## config.mk

```make
export PLATFORM = sky130hd
export DESIGN_NAME = expand_sampler
export DESIGN_NICKNAME = d
export VERILOG_FILES = /design/src/rtl/expand_sampler.sv
export SDC_FILE = /design/constraint.sdc
export NUM_CORES = 1
export LEC_CHECK = 0
export ABC_AREA = 1
export BUFFER_PORTS_ARGS = -buffer_cell sky130_fd_sc_hd__buf_4
export CORE_ASPECT_RATIO = 1.25
export CORE_MARGIN = 2
export CORE_UTILIZATION = 24
export CTS_CLUSTER_DIAMETER = 150
export DETAILED_ROUTE_END_ITERATION = 10
export GPL_ROUTABILITY_DRIVEN = 0
export HOLD_SLACK_MARGIN = 0.1
export SETUP_SLACK_MARGIN = 0.4
export SYNTH_ARGS = -nofsm -noshare
export SYNTH_HDL_FRONTEND = slang
export SYNTH_SLANG_ARGS = --single-unit
export TNS_END_PERCENT = 30
```

## constraint.sdc

```tcl
create_clock -name clk -period 10.6 [get_ports clk]
set_input_delay 2.12 -clock clk [delete_from_list [all_inputs] [get_ports clk]]
set_output_delay 2.12 -clock clk [all_outputs]
set_load 0.005 [all_outputs]
```

## src/rtl/expand_sampler.sv

```systemverilog
// ----------------------------------------------------------------------------
// expand_sampler
//
// Rejection-sampling engine shared by ExpandA (RejNTTPoly) and ExpandS
// (RejBoundedPoly). For every polynomial it resets an external SHAKE core,
// absorbs the seed plus a 16-bit nonce, then pulls squeeze words into a bit
// buffer and tests candidates one per cycle. Accepted coefficients are
// packed LSB first into RAM words and written out.
//
// Ports
//   clk, rst_n          : clock, synchronous active-low reset
//   start, mode         : run request (mode 0 = ExpandA, 1 = ExpandS)
//   busy, done          : run in progress / one-cycle completion pulse
//   seed_addr/seed_data : seed word read port (1-cycle latency)
//   absorb_next         : SHAKE state reset pulse before each polynomial
//   shake_data_in, in_valid, in_last, last_len, in_ready : absorb stream
//   shake_data_out, out_valid, out_ready                 : squeeze stream
//   we, addr, din       : packed coefficient RAM write port
// ----------------------------------------------------------------------------
module expand_sampler #(
    parameter int K              = 8,
    parameter int L              = 7,
    parameter int ETA            = 2,
    parameter int N              = 256,
    parameter int Q              = 8380417,
    parameter int DATA_W         = 64,
    parameter int COEFF_WIDTH    = 24,
    parameter int COEFF_PER_WORD = 4,
    parameter int NTT_ADDR_WIDTH = 12,
    parameter int MAT_BASE       = 0,
    parameter int S_BASE         = 0
) (
    input  logic                                  clk,
    input  logic                                  rst_n,
    input  logic                                  start,
    input  logic                                  mode,
    output logic                                  busy,
    output logic                                  done,
    output logic [2:0]                            seed_addr,
    input  logic [DATA_W-1:0]                     seed_data,
    output logic                                  absorb_next,
    output logic [DATA_W-1:0]                     shake_data_in,
    output logic                                  in_valid,
    output logic                                  in_last,
    output logic [$clog2(DATA_W):0]               last_len,
    input  logic                                  in_ready,
    input  logic [DATA_W-1:0]                     shake_data_out,
    input  logic                                  out_valid,
    output logic                                  out_ready,
    output logic                                  we,
    output logic [NTT_ADDR_WIDTH-1:0]             addr,
    output logic [COEFF_WIDTH*COEFF_PER_WORD-1:0] din
);

    localparam int BUF_W     = DATA_W + 24;
    localparam int LEFT_W    = $clog2(BUF_W + 1);
    localparam int CNT_W     = $clog2(N + 1);
    localparam int SLOT_W    = (COEFF_PER_WORD > 1) ? $clog2(COEFF_PER_WORD) : 1;
    localparam int WPP       = N / COEFF_PER_WORD;
    localparam int PACK_W    = COEFF_WIDTH * COEFF_PER_WORD;
    localparam int SEED_A_M1 = 256 / DATA_W - 1;
    localparam int SEED_S_M1 = 512 / DATA_W - 1;
    localparam int NUM_A     = K * L;
    localparam int NUM_S     = K + L;

    typedef enum logic [2:0] {
        S_IDLE,
        S_INIT,
        S_ABSORB,
        S_NONCE,
        S_SAMPLE,
        S_NEXT,
        S_DONE
    } state_t;

    state_t                   state_q, state_d;
    logic                     mode_q, mode_d;
    logic [2:0]               seed_idx_q, seed_idx_d;
    logic [7:0]               r_q, r_d;
    logic [7:0]               s_q, s_d;
    logic [15:0]              poly_q, poly_d;
    logic [BUF_W-1:0]         bitbuf_q, bitbuf_d;
    logic [LEFT_W-1:0]        left_q, left_d;
    logic [CNT_W-1:0]         cnt_q, cnt_d;
    logic [PACK_W-1:0]        pack_q, pack_d;

    logic [LEFT_W-1:0]        cw;
    logic [2:0]               seed_last;
    logic [15:0]              last_poly;
    logic [15:0]              nonce;
    logic                     cand_ok;
    logic [COEFF_WIDTH-1:0]   cand_coeff;
    logic [COEFF_WIDTH-1:0]   cand_a;
    logic [COEFF_WIDTH-1:0]   q_c;
    logic [3:0]               nib;
    logic [3:0]               nib_mod5;
    logic [SLOT_W-1:0]        slot;
    logic [PACK_W-1:0]        packed_word;

    assign last_len = ($clog2(DATA_W) + 1)'(16);

    // Mode-dependent constants: candidate width, seed length, polynomial
    // count and the nonce layout ({r, s} for ExpandA, r for ExpandS).
    always_comb begin
        cw        = mode_q ? LEFT_W'(4) : LEFT_W'(24);
        seed_last = mode_q ? 3'(SEED_S_M1) : 3'(SEED_A_M1);
        last_poly = mode_q ? 16'(NUM_S - 1) : 16'(NUM_A - 1);
        nonce     = mode_q ? poly_q : {r_q, s_q};
    end

    // Candidate test on the low bits of the buffer. Negative ExpandS values
    // are folded to Q + value so every stored coefficient stays in [0, Q).
    always_comb begin
        q_c        = COEFF_WIDTH'(Q);
        cand_a     = COEFF_WIDTH'(bitbuf_q[22:0]);
        nib        = bitbuf_q[3:0];
        nib_mod5   = nib % 4'd5;
        cand_ok    = 1'b0;
        cand_coeff = '0;
        if (!mode_q) begin
            cand_ok    = (cand_a < q_c);
            cand_coeff = cand_a;
        end else if (ETA == 4) begin
            cand_ok    = (nib < 4'd9);
            cand_coeff = (nib <= 4'd4) ? COEFF_WIDTH'(4'd4 - nib)
                                       : q_c - COEFF_WIDTH'(nib - 4'd4);
        end else begin
            cand_ok    = (nib < 4'd15);
            cand_coeff = (nib_mod5 <= 4'd2) ? COEFF_WIDTH'(4'd2 - nib_mod5)
                                            : q_c - COEFF_WIDTH'(nib_mod5 - 4'd2);
        end
        slot        = cnt_q[SLOT_W-1:0];
        packed_word = pack_q | (PACK_W'(cand_coeff) << (int'(slot) * COEFF_WIDTH));
    end

    // Next-state and output logic. In SAMPLE a cycle either loads a squeeze
    // word (buffer short of one candidate) or consumes one candidate, never
    // both, which keeps the buffer within DATA_W+24 bits.
    always_comb begin
        state_d       = state_q;
        mode_d        = mode_q;
        seed_idx_d    = seed_idx_q;
        r_d           = r_q;
        s_d           = s_q;
        poly_d        = poly_q;
        bitbuf_d      = bitbuf_q;
        left_d        = left_q;
        cnt_d         = cnt_q;
        pack_d        = pack_q;
        busy          = (state_q != S_IDLE);
        done          = 1'b0;
        seed_addr     = 3'd0;
        absorb_next   = 1'b0;
        shake_data_in = '0;
        in_valid      = 1'b0;
        in_last       = 1'b0;
        out_ready     = 1'b0;
        we            = 1'b0;
        addr          = '0;
        din           = '0;

        case (state_q)
            S_IDLE: begin
                if (start) begin
                    mode_d  = mode;
                    poly_d  = '0;
                    r_d     = '0;
                    s_d     = '0;
                    state_d = S_INIT;
                end
            end
            S_INIT: begin
                absorb_next = 1'b1;
                bitbuf_d    = '0;
                left_d      = '0;
                cnt_d       = '0;
                pack_d      = '0;
                seed_idx_d  = '0;
                state_d     = S_ABSORB;
            end
            S_ABSORB: begin
                // The read address runs one word ahead of the word on the bus;
                // during a stall it repeats so seed_data stays put.
                in_valid      = 1'b1;
                shake_data_in = seed_data;
                seed_addr     = seed_idx_q;
                if (in_ready) begin
                    if (seed_idx_q == seed_last) begin
                        state_d = S_NONCE;
                    end else begin
                        seed_idx_d = seed_idx_q + 3'd1;
                        seed_addr  = seed_idx_q + 3'd1;
                    end
                end
            end
            S_NONCE: begin
                in_valid      = 1'b1;
                in_last       = 1'b1;
                shake_data_in = DATA_W'(nonce);
                if (in_ready) begin
                    state_d = S_SAMPLE;
                end
            end
            S_SAMPLE: begin
                if (left_q < cw) begin
                    out_ready = 1'b1;
                    if (out_valid) begin
                        bitbuf_d = bitbuf_q | (BUF_W'(shake_data_out) << left_q);
                        left_d   = left_q + LEFT_W'(DATA_W);
                    end
                end else begin
                    bitbuf_d = bitbuf_q >> cw;
                    left_d   = left_q - cw;
                    if (cand_ok) begin
                        cnt_d = cnt_q + CNT_W'(1);
                        if (slot == SLOT_W'(COEFF_PER_WORD - 1)) begin
                            we     = 1'b1;
                            din    = packed_word;
                            addr   = NTT_ADDR_WIDTH'((mode_q ? S_BASE : MAT_BASE)
                                     + int'(poly_q) * WPP
                                     + int'(cnt_q) / COEFF_PER_WORD);
                            pack_d = '0;
                        end else begin
                            pack_d = packed_word;
                        end
                        // Last coefficient: leftover bits are dropped here.
                        if (cnt_q == CNT_W'(N - 1)) begin
                            bitbuf_d = '0;
                            left_d   = '0;
                            state_d  = S_NEXT;
                        end
                    end
                end
            end
            S_NEXT: begin
                poly_d = poly_q + 16'd1;
                if (s_q == 8'(L - 1)) begin
                    s_d = '0;
                    r_d = r_q + 8'd1;
                end else begin
                    s_d = s_q + 8'd1;
                end
                state_d = (poly_q == last_poly) ? S_DONE : S_INIT;
            end
            S_DONE: begin
                done    = 1'b1;
                state_d = S_IDLE;
            end
            default: begin
                state_d = S_IDLE;
            end
        endcase
    end

    // State register with synchronous active-low reset.
    always_ff @(posedge clk) begin
        if (!rst_n) begin
            state_q    <= S_IDLE;
            mode_q     <= 1'b0;
            seed_idx_q <= '0;
            r_q        <= '0;
            s_q        <= '0;
            poly_q     <= '0;
            bitbuf_q   <= '0;
            left_q     <= '0;
            cnt_q      <= '0;
            pack_q     <= '0;
        end else begin
            state_q    <= state_d;
            mode_q     <= mode_d;
            seed_idx_q <= seed_idx_d;
            r_q        <= r_d;
            s_q        <= s_d;
            poly_q     <= poly_d;
            bitbuf_q   <= bitbuf_d;
            left_q     <= left_d;
            cnt_q      <= cnt_d;
            pack_q     <= pack_d;
        end
    end

endmodule

```

* Word-level counts from Yosys, hierarchy flattened *
Index checks and enable logic that the tools add are counted.

word-level totals
  ROM bits = 0
  bits in latches = 0
  register bits after elaboration = 239
  memories = 0
  logic and storage cells = 127
  RAM bits = 0

operators by class
  divide/modulo/power cells = 1
  add/subtract/negate cells = 11
  equality and inequality tests = 20
  multiplexer cells = 63
  shift operators = 3
  order comparisons = 4
  reduce and logical (&&, ||, !) cells = 12
  bitwise gates (word level) = 2
  multiply operators = 1

operator list
  cell                                                                  count
  96-bit 2-to-1 mux                                                     7
  88-bit 2-to-1 mux                                                     4
  96-bit case mux with 2 select lines                                   1
  88-bit case mux with 2 select lines                                   1
  64-bit case mux with 2 select lines                                   1
  96-bit bitwise OR                                                     1
  24-bit by 7-bit << shifter with 96-bit output                         1
  88-bit bitwise OR                                                     1
  64-bit by 7-bit << shifter with 88-bit output                         1
  88-bit by 5-bit right shift with 88-bit output                        1
  12-bit 2-to-1 mux                                                     4
  24-bit 2-to-1 mux                                                     2
  3-bit 2-to-1 mux                                                      12
  16-bit 2-to-1 mux                                                     2
  16-bit case mux with 2 select lines                                   1
  8-bit case mux with 2 select lines                                    2
  7-bit 2-to-1 mux                                                      4
  8-bit 2-to-1 mux                                                      3
  23-bit by 24-bit subtractor with 24-bit output, first input constant  1
  23-bit < comparator, second input constant                            1
  9-bit 2-to-1 mux                                                      2
  3-bit case mux with 6 select lines                                    1
  9-bit case mux with 2 select lines                                    1
  16-bit by 1-bit adder with 16-bit output, second input constant       1
  35 further kinds                                                      61

* Depth between registers and ports, before layout *
  depth in word-level cells = 11
  depth in mapped cells = 28
  depth with buffers taken out = 28

* Least setup slack after synthesis *
No wires, ideal clock.

  kind = register to output
  start = register bitbuf_q[2]
  end = output port din[23]
  cell stages (with the launch flop) = 26
  required time = 8480 ps
  arrival time = 3095 ps
  path slack = 5385 ps
  cell sequence = dfxtp_1 > inv_1 > ha_1 > o21ai_2 > nand3_1 > nand2_1 > inv_1 > ha_1 > inv_1 > nor2_1 > inv_1 > nand3_1 > nand2_2 > nand2_1 > nand2_1 > ha_1 > inv_1 > nand2_1 > nand2_1 > nor2_1 > inv_1 > nand2_1 > o21ai_1 > o21ai_2 > nand3_1 > a21oi_1

between the ends
  cells in the longest elaborated chain, start to end = 11
  elaborated cells between the ends (all ways) = 16
  classes of those cells = add/sub (3); div (1); order compare (3); shift (1); mux (7); bitwise (1)

ends and longest elaborated chain
  item                                            RTL line  source
  start: declaration                              82        logic [BUF_W-1:0] bitbuf_q, bitbuf_d;
  start signal: assignment                        275       bitbuf_q <= bitbuf_d;
  4-bit by 3-bit modulo with 4-bit output         117       nib_mod5 = nib % 4'd5;
  4-bit by 2-bit subtractor with 5-bit output     130       : q_c - COEFF_WIDTH'(nib_mod5 - 4'd2);
  23-bit by 24-bit subtractor with 24-bit output  130
  24-bit 2-to-1 mux                               129       cand_coeff = (nib_mod5 <= 4'd2) ? COEFF_WIDTH'(4'd2 - nib_mod5)
  24-bit 2-to-1 mux                               120       if (!mode_q) begin
  24-bit by 7-bit << shifter with 96-bit output   133       packed_word = pack_q | (PACK_W'(cand_coeff) << (int'(slot) * COEFF_WIDTH));
  96-bit bitwise OR                               133
  96-bit 2-to-1 mux                               216       if (slot == SLOT_W'(COEFF_PER_WORD - 1)) begin
  96-bit 2-to-1 mux *                             214       if (cand_ok) begin
  96-bit 2-to-1 mux *                             205       if (left_q < cw) begin
  96-bit 2-to-1 mux *                             162       case (state_q)
  end: declaration                                52        output logic [COEFF_WIDTH*COEFF_PER_WORD-1:0] din

Mark *: on every way between the ends. The rest lies on a longest branch, timed or not.

* Final worst setup path *
  start = register left_q[2]
  end = output port din[69]

between the ends
  cells in the longest elaborated chain, start to end = 3

ends and longest elaborated chain
  item                                           RTL line  source
  start: declaration                             83        logic [LEFT_W-1:0] left_q, left_d;
  start signal: assignment                       276       left_q <= left_d;
  7-bit by 5-bit < comparator with 1-bit output  205
  96-bit 2-to-1 mux                              205
  96-bit 2-to-1 mux                              162

No other way between the ends.

==> flow_summary_export.csv <==
group,metric,value,unit
floorplan,dieArea,76200,sq um
synthesis,synthTopCellsByArea,"dfxtp_1 27%, nand2_1 14%, o21ai_0 10%, a21oi_1 8.4%, inv_1 7.5%",
placed_design,dpl-instance-area,20800,sq um
placed_design,io_buffer_count,315,
global_route,grt_pass1_wl,108000,um
cts,clk_latency,0.58,ns
cts,root_buffer,"clkbuf_16",
sta,period_share,71.5,%
route,wirelength,70700,um
cells_and_area,synthToLayoutAreaGrowth,22.6,%
synthesis,synth_most_common_cell,"nand2_1",
sta,setup_viol,0,
setup_path,path_class,"reg -> out",
route,num_vias,20600,
synthesis,ys_warn_count,0,
run_status,status,"completed",
route,vias_per_cell,4.98,
cells_and_area,fin_nets,3309,
setup_path,crit_chain,"buf_4 > inv_1 > buf_4 > ha_1 > nor2_1 > o21ai_1 > nand3_1 > inv_1 > nor2_1 > nand2_1 > nor2_1 > clkinv_2 > buf_4 > a31oi_1 > buf_4",
route,ant_nets,0,
setup_path,worstRegToRegCells,18,
setup_path,start_kind,"register",
setup_path,slowest_stage,"buf_4",
pwr,p_leak,9.02,nW
sta,min_period,7.58,ns
synthesis,synth_top_area_share,26.7,%
cts,clkSinkCount,237,
cells_and_area,design_area,21800,sq um
cells_and_area,drive_gt1_share,14.6,%
route,met1_length,30600,um
setup_path,crit_top_cell,"buf_4",
hold_path,hold_depth,2,
synthesis,synth_cell_types,65,
synthesis,synth.cell_area,17800,sq um
hold_path,hold_class,"reg -> reg",
sta,fmax,132,MHz
route,wl_per_cell,17.1,um
synthesis,synthArstFlopShare,0,%
sta,finalHoldViolCount,0,
setup_path,cp_data_arrival_time,5.46,ns
setup_path,required,8.48,ns
cts,postCtsSetupBuffers,0,
synthesis,synth_edf_count,0,
sta,finalClockSkew,0.0326,ns
synthesis,synth-main-ff-cell,"dfxtp_1",
floorplan,start_util,24.2,%
route,drt_first_pass_iters,6,
setup_path,crit_path_max_incr_delay,0.50,ns
placed_design,dp_hpwl,51700,um
setup_path,critPathCaptureType,"output pin",
synthesis,syn_inst,2981,
cells_and_area,num_antenna_cells,0,
sta,max_slew.worst_pin.slew,1.11,ns
sta,drv_slew,0,
floorplan,rows,111,
route,route.met3.wl,4870,um
synthesis,syn_area_per_cell,5.96,sq um
pwr,peakVddDrop,0.000115,V
route,drt-initial-drc-count,2038,
setup_path,cp_max_fo,73,
route,top_layer,"met4",
route,wl_met2,33400,um
global_route,grtUsageTotal,17.8,%
cts,hold_buffers,0,
floorplan,ios,323,
route,drc,0,
cts,cts_tree,"yes",
global_route,grt_max_degree,90,
cells_and_area,fill_cells,8229,
global_route,antenna_found_initial,0,
synthesis,yosysSeqAreaShare,26.7,%
cts,cts_made_buffers,29,
cts,cts_resized,0,
sta,setup_tns,0,ns
synthesis,synth-seq-cells,237,
floorplan,core_area,73300,sq um
sta,whs,0.463,ns
floorplan,dieHeight,308,um
cts,path_clk_slew,0.07,ns
synthesis,ys_top_cells_by_count,"639 x nand2_1, 359 x o21ai_0, 357 x inv_1",
pwr,power_density,191,nW/um^2
synthesis,synth_top_cell_by_area,"dfxtp_1",
run,cap_violations,0,
global_route,overflow,0,
sta,rsz0062_at_grt,"false",
cts,htree_levels,1,
cts,cts_max_path_buffers,3,
sta,slew_headroom,26.0,%
global_route,grt_pass1_vias,18500,
floorplan,fp.dieW,247,um
==> layout make-up <==
class / count / area (sq um) / share of cell area [%]
Clock buffer: 40 / 837 / 3.84
Clock inverter: 13 / 178 / 0.816
Inverter: 369 / 1390 / 6.37
Multi-Input combinational cell: 2164 / 10800 / 49.6
Sequential cell: 237 / 4750 / 21.8
Tap cell: 960 / 1200 / 5.52
Timing Repair Buffer: 350 / 2630 / 12.1
==> power breakdown <==
part,internal [mW],switching [mW]
logic,0.616,1.37
clock network,0.648,0.426
registers,0.979,0.115
total,2.24,1.91
==> logic make-up after synthesis <==
logic type,after synthesis,synth area share [%]
and+or+nand+nor,1233,29.3
AOI/OAI and AO/OA,874,28.1
buffers and inverters,585,12.7
DFF,237,26.7
adders and majority gates,24,1.73
muxes,17,0.958
xor gates and xnor gates,9,0.444
other,2,0.0423
==> through the flow <==
stage | utilization (%) | setup WS, ns | total power [mW] | instances
floorplan | - | 5.39 | 2.40 | 2986
global placement | 28.3 | 3.85 | 3.06 | 4080
detailed placement | 28.3 | 3.65 | 3.06 | 4080
CTS | 29.7 | 3.02 | 4.14 | 4133
global route | 29.7 | 2.52 | 4.42 | 4133
finish | 29.7 | 3.02 | 4.15 | 4133
==> state kept, by name (all words and copies together), names as in the netlist <==
name / cells
cnt_q: 9
s_q: 8
left_q: 5
bitbuf_q: 88
seed_idx_q: 3
state_q: 3
mode_q: 1
poly_q: 16
pack_q: 96
r_q: 8
==> worst max-delay path, delay by kind of cell (launching register included) <==
kind	cells	cell delay (ns)
flops	1	0.31
simple gates	5	1.51
compound gates	2	0.41
buf+inv	7	2.25
fa+ha+maj	1	0.29
==> routing by layer <==
metal	up-vias	global-route usage (%)
li1	10200	-
met3	92	1.67
met5	-	0
met4	0	4.97
met1	9400	24.2
met2	837	29.8
==> final timing paths <==
| check | endpoint | slack [ns] | from |
|---|---|---|---|
| min | pack_q[73]$_SDFFE_PN0P_ | 0.46 | pack_q[73]$_SDFFE_PN0P_ |
| max reg2reg | pack_q[2]$_SDFFE_PN0P_ | 4.33 | left_q[2]$_SDFFE_PN0P_ |
| max | din[69] | 3.02 | left_q[2]$_SDFFE_PN0P_ |
| min reg2reg | pack_q[73]$_SDFFE_PN0P_ | 0.46 | pack_q[73]$_SDFFE_PN0P_ |
==> placed cells by master, fill, tap and decap left out, types with 36 or more instances in the layout <==
cell type / instances
nand2_1: 639
a21oi_1: 298
inv_1: 354
buf_4: 350
dfxtp_1: 233
o21ai_0: 359
a211oi_1: 36
nor2_1: 307
nand3_1: 142
nand4_1: 60
(Power assumes the default switching activity.)
